### config.mk
export PLATFORM = sky130hd
export DESIGN_NAME = wb_retire_trace
export DESIGN_NICKNAME = d
export VERILOG_FILES = /design/src/rtl/wb_retire_trace.sv
export SDC_FILE = /design/constraint.sdc
export NUM_CORES = 1
export LEC_CHECK = 0
export ABC_CLOCK_PERIOD_IN_PS = 18300
export CAP_MARGIN = 20
export CORE_MARGIN = 10
export CORE_UTILIZATION = 55
export DETAILED_ROUTE_END_ITERATION = 10
export PLACE_DENSITY = 0.74
export SETUP_SLACK_MARGIN = 0.3
export SLEW_MARGIN = 20
export SYNTH_ARGS = -nofsm -noshare
export SYNTH_HDL_FRONTEND = slang
export SYNTH_SLANG_ARGS = --single-unit
### constraint.sdc
create_clock -name clk -period 18.3 [get_ports clk]
set_input_delay 3.66 -clock clk [delete_from_list [all_inputs] [get_ports clk]]
set_output_delay 3.66 -clock clk [all_outputs]
set_load 0.02 [all_outputs]
### src/rtl/wb_retire_trace.sv
// Retirement trace unit: captures retiring MEM/WB instructions into a small FIFO
// and presents them on a valid/ready port, with retirement and drop counters.
module wb_retire_trace #(
  parameter int DEPTH = 8
) (
  input  logic                       clk,
  input  logic                       reset,
  input  logic                       trace_en,
  input  logic                       wb_RegWrite,
  input  logic                       wb_MemtoReg,
  input  logic [31:0]                wb_Pc_Four,
  input  logic [31:0]                wb_Alu_Result,
  input  logic [31:0]                wb_MemReadData,
  input  logic [4:0]                 wb_rd,
  input  logic [31:0]                wb_Curr_Instr,
  input  logic                       trace_ready,
  output logic                       trace_valid,
  output logic [8:0]                 trace_pc,
  output logic [31:0]                trace_instr,
  output logic                       trace_we,
  output logic [4:0]                 trace_rd,
  output logic [31:0]                trace_data,
  output logic [$clog2(DEPTH):0]     fifo_level,
  output logic [31:0]                retire_count,
  output logic [15:0]                drop_count
);

  localparam int AW = $clog2(DEPTH);
  localparam int LW = AW + 1;
  localparam int RW = 79;
  localparam logic [LW-1:0] FULL_LEVEL = LW'(DEPTH);

  logic [RW-1:0] mem [DEPTH];
  logic [AW-1:0] wr_ptr, rd_ptr;
  logic [LW-1:0] level;

  logic          retire, push, pop;
  logic          rec_we;
  logic [31:0]   pc_full;
  logic [22:0]   unused_pc_hi;
  logic [4:0]    rec_rd;
  logic [31:0]   rec_data;
  logic [RW-1:0] rec;

  assign retire   = trace_en && (wb_Curr_Instr != 32'h0);
  assign pop      = trace_valid && trace_ready;
  // Simultaneous pop frees a slot, so a full FIFO still accepts the push.
  assign push     = retire && ((level < FULL_LEVEL) || pop);

  assign pc_full      = wb_Pc_Four - 32'd4;
  assign unused_pc_hi = pc_full[31:9];
  assign rec_we       = wb_RegWrite && (wb_rd != 5'd0);
  assign rec_rd       = rec_we ? wb_rd : 5'd0;
  assign rec_data     = !rec_we ? 32'd0 : (wb_MemtoReg ? wb_MemReadData : wb_Alu_Result);
  assign rec          = {pc_full[8:0], wb_Curr_Instr, rec_we, rec_rd, rec_data};

  assign trace_valid  = (level != '0);
  assign fifo_level   = level;
  assign {trace_pc, trace_instr, trace_we, trace_rd, trace_data} = mem[rd_ptr];

  always_ff @(posedge clk) begin
    if (push) mem[wr_ptr] <= rec;
  end

  always_ff @(posedge clk) begin
    if (reset) begin
      wr_ptr       <= '0;
      rd_ptr       <= '0;
      level        <= '0;
      retire_count <= '0;
      drop_count   <= '0;
    end else begin
      if (push) wr_ptr <= wr_ptr + 1'b1;
      if (pop)  rd_ptr <= rd_ptr + 1'b1;
      case ({push, pop})
        2'b10:   level <= level + 1'b1;
        2'b01:   level <= level - 1'b1;
        default: level <= level;
      endcase
      if (retire) begin
        retire_count <= retire_count + 32'd1;
        if (!push && (drop_count != 16'hFFFF)) drop_count <= drop_count + 16'd1;
      end
    end
  end

endmodule

==> metrics.txt <==
outcome=finished, final reports clean; max_cap viols=0; sequential area share after synthesis=between 70 and 80%; met3 wire length=approximately 4000 um; wire length per cell=24.9 um; worst hold-check path type=reg2reg; dpl cell area=0.0307 mm^2; Cells after Synth=around 1,400; Distinct cells, synth=48; IO buf count=about 250; Hold Path End=retire_count[31]; Setup Skew=about 0.018 ns; Power per Cell Area=roughly 120 mW/mm^2; Worst Setup Start Kind=flip-flop; I/O pin cnt=about 270; hpwl dp=~33,000 um; post-cts resize count=0; Clock Tree Root=clkbuf_16; Die Wd=243 um; Clk Latency, worst-skew pair=~0.60 ns; Worst path slowest cell=buf_4; antenna violations before repair=3; Rows=81; Post-CTS Hold Fix Bufs=0; post-route clock period utilization=about two fifths; Mapped Nets=around 1,500; Routed met1 length=approximately 24,000 um; arrival time worst endpoint=roughly 3.8 ns; vias in the first global route=approximately 15,000; Synth warnings=0; Post-Place Cells=between 2,000 and 2,500; Worst Hold Launch=retire_count[31]; CTS Buffer Depth=3; initial drt markers=996; clk slew on worst S/H paths=approximately 0.06 ns; required time worst endpoint=roughly 15 ns; Initial Utilization=55.8%; final worst slack=10.84 ns; ANT nets after route=0; VDD IR-drop max=around 0.067 mV; Post CTS Setup Buffer Count=0; final setup violation count=0; Crit Path Class=reg2out; routed vias=14,000; Post-synth EDFFs=about 630; Vias/cell=around 6; Crit. End Element=output pin; Syn Area/Cell=20.0 um^2; Die H=between 200 and 250 um; FF-to-FF setup slack=14.95 ns; core area=~0.049 mm^2; synthesized cell area=about 0.027 mm^2; TNS Setup=0 ns; Slew @ Worst Pin=just under 0.9 ns; RR Startpoint=fifo_level[3]; worst reg2reg path depth=6; Worst path max stage delay=around 0.75 ns; Multi-input gate area=approximately 0.0069 mm^2; critical path cell sequence=buf_16 -> buf_4 -> mux4_2 -> mux2_2 -> clkdlybuf4s50_1; fin cells=roughly 2,400; synthesis-to-layout area growth=20.3%; Storage cell area=between 0.02 and 0.025 mm^2; first-pass GRT wire length=around 90,000 um; unrepaired setup endpoints after global routing=false; Pre-antenna DRT Iters=5; die area=0.0591 mm^2; Yosys top cell area share=69.3%; RR Endpoint=mem[7][49]; Finished Cell Area=~0.033 mm^2; GR Overflow Total=0; Synth Register Bits=approximately 690; CTS Sinks=between 600 and 700; Total Routing Usage GR=between 10% and 20%; Hold Path Stages=2; top routing layer used=met5; Final Hold Fails=0; WL met2=between 20,000 and 30,000 um; share of cells above drive strength 1=between 20 and 25%; Num CTS Buffers=69; shortest period the worst path allows=approximately 7.5 ns; Final Slew Violations=0; layout net count=between 1,500 and 2,000; Max transition margin=between 40% and 50%; top cells by area, synth=edfxtp_1, mux4_2, dfxtp_1, mux2_2, mux2i_1; Total Wirelength=58,900 um; largest net degree at the start of global routing=62; Fmax=134 MHz; ys flop type=edfxtp_1; CP max FO=43; Placer Congestion=roughly 0.78; area leader, netlist=edfxtp_1; DRC violations left=0; dpl ws=10.22 ns; # fillers=roughly 3,200; Pleak=10.4 nW; H-tree depth=3; Synth async-reset ratio=0%; CTS tree=built
Yosys cell counts, types with 5 or more instances:
| master | count |
|---|---|
| o31ai_1 | 11 |
| and3_1 | 6 |
| mux2i_1 | 35 |
| o211ai_1 | 9 |
| xor2_1 | 27 |
| o2111ai_1 | 11 |
| buf_1 | 8 |
| or4_1 | 11 |
| dfxtp_1 | 61 |
| nor3_1 | 5 |
| inv_1 | 15 |
| nand2_1 | 17 |
| a21oi_1 | 27 |
| mux4_2 | 158 |
| edfxtp_1 | 632 |
| mux2_2 | 81 |
| and2_1 | 7 |
| nand3_1 | 15 |
| nor2_1 | 72 |
| buf_2 | 19 |
| nor4_1 | 12 |
| nand4_1 | 8 |
| ha_1 | 8 |
| xnor2_1 | 6 |
| o21ai_0 | 15 |
| clkbuf_1 | 44 |
| or3_1 | 11 |
layout make-up:
type	instances	area share (%)
inverter	15	0.171
clock buffer	91	5.91
sequential	693	61.4
clock inverter	29	0.817
tap	664	2.52
antenna	1	0.00760
timing repair buffer	276	8.22
multi-input combinational	592	21.0
worst max-delay path: cells and delay by family, from the launching register on:
| kind | cells | cell delay [ns] |
|---|---|---|
| DFF | 1 | 0.58 |
| buffers and inverters | 3 | 1.59 |
| muxes | 2 | 0.92 |
routing by layer:
layer / global-route usage, % / vias up
li1: - / 6179
met4: 6.14 / 4
met3: 4.59 / 76
met1: 25.9 / 7319
met5: 0 / -
met2: 33.2 / 454
through the flow:
step / hold slack [ns] / power, mW / util [%]
3_5_place_dp: 0.478 / 2.58 / 62.5
3_3_place_gp: 0.476 / 2.57 / 62.5
4_1_cts: 0.492 / 3.96 / 67.0
6_report: 0.499 / 3.92 / 67.1
2_1_floorplan: 0.454 / 2.31 / -
5_1_grt: 0.533 / 4.06 / 67.1
registers in the layout, indices dropped and copies added (netlist names), named ones only:
register      flops
rd_ptr            3
retire_count     32
drop_count       16
wr_ptr            3
fifo_level        4
mem             632
cell usage in the layout (no fill, tap or decap), types with 6 or more instances in the layout:
cell type,n
nor4_1,10
and2_1,7
o2111ai_1,11
ha_1,8
clkinv_1,10
xnor2_1,6
dfxtp_1,58
clkdlybuf4s50_1,245
mux2i_1,35
clkinv_2,10
nand3_1,15
edfxtp_1,632
o21ai_0,15
o211ai_1,9
a21oi_1,27
nand4_1,8
xor2_1,27
inv_1,15
clkbuf_16,75
o31ai_1,11
buf_4,30
mux4_2,158
mux2_2,81
or4_1,11
and3_1,6
or3_1,11
nor2_1,71
clkbuf_1,15
nand2_1,17
worst max-delay path by stage:
stage | cells past startpoint | start | to | slack (ns)
2_1_floorplan | 3 | trace_en | mem[2][0] | 5.23
3_3_place_gp | 9 | wb_Curr_Instr[6] | mem[7][50] | 10.32
3_5_place_dp | 9 | wb_Curr_Instr[6] | mem[7][50] | 10.22
4_1_cts | 4 | flip-flop | trace_data[8] | 10.44
5_1_grt | 5 | flip-flop | trace_data[11] | 10.56
6_report | 5 | flip-flop | trace_data[9] | 10.84
where the power goes:
group / leakage, nW / internal, mW / switching, mW
registers: 6.28 / 1.80 / 0.0343
clock network: 1.08 / 0.818 / 0.561
logic: 3.08 / 0.357 / 0.346
total: 10.4 / 2.98 / 0.942
cells by family (layout without fill, tap and decap cells):
| logic type | Yosys count | in the layout | share of synthesized area [%] |
|---|---|---|---|
| flip-flops | 693 | 693 | 73.8 |
| multiplexers | 274 | 274 | 17.6 |
| AND/OR/NAND/NOR | 194 | 194 | 3.91 |
| buffers and inverters | 86 | 411 | 1.27 |
| AO/OA/AOI/OAI | 83 | 83 | 2.01 |
| XOR/XNOR | 33 | 33 | 1.06 |
| adder cells (fa/ha/maj) | 8 | 8 | 0.366 |
| other | 0 | 1 | 0 |
No activity file was read; power rests on OpenSTA's default activity.
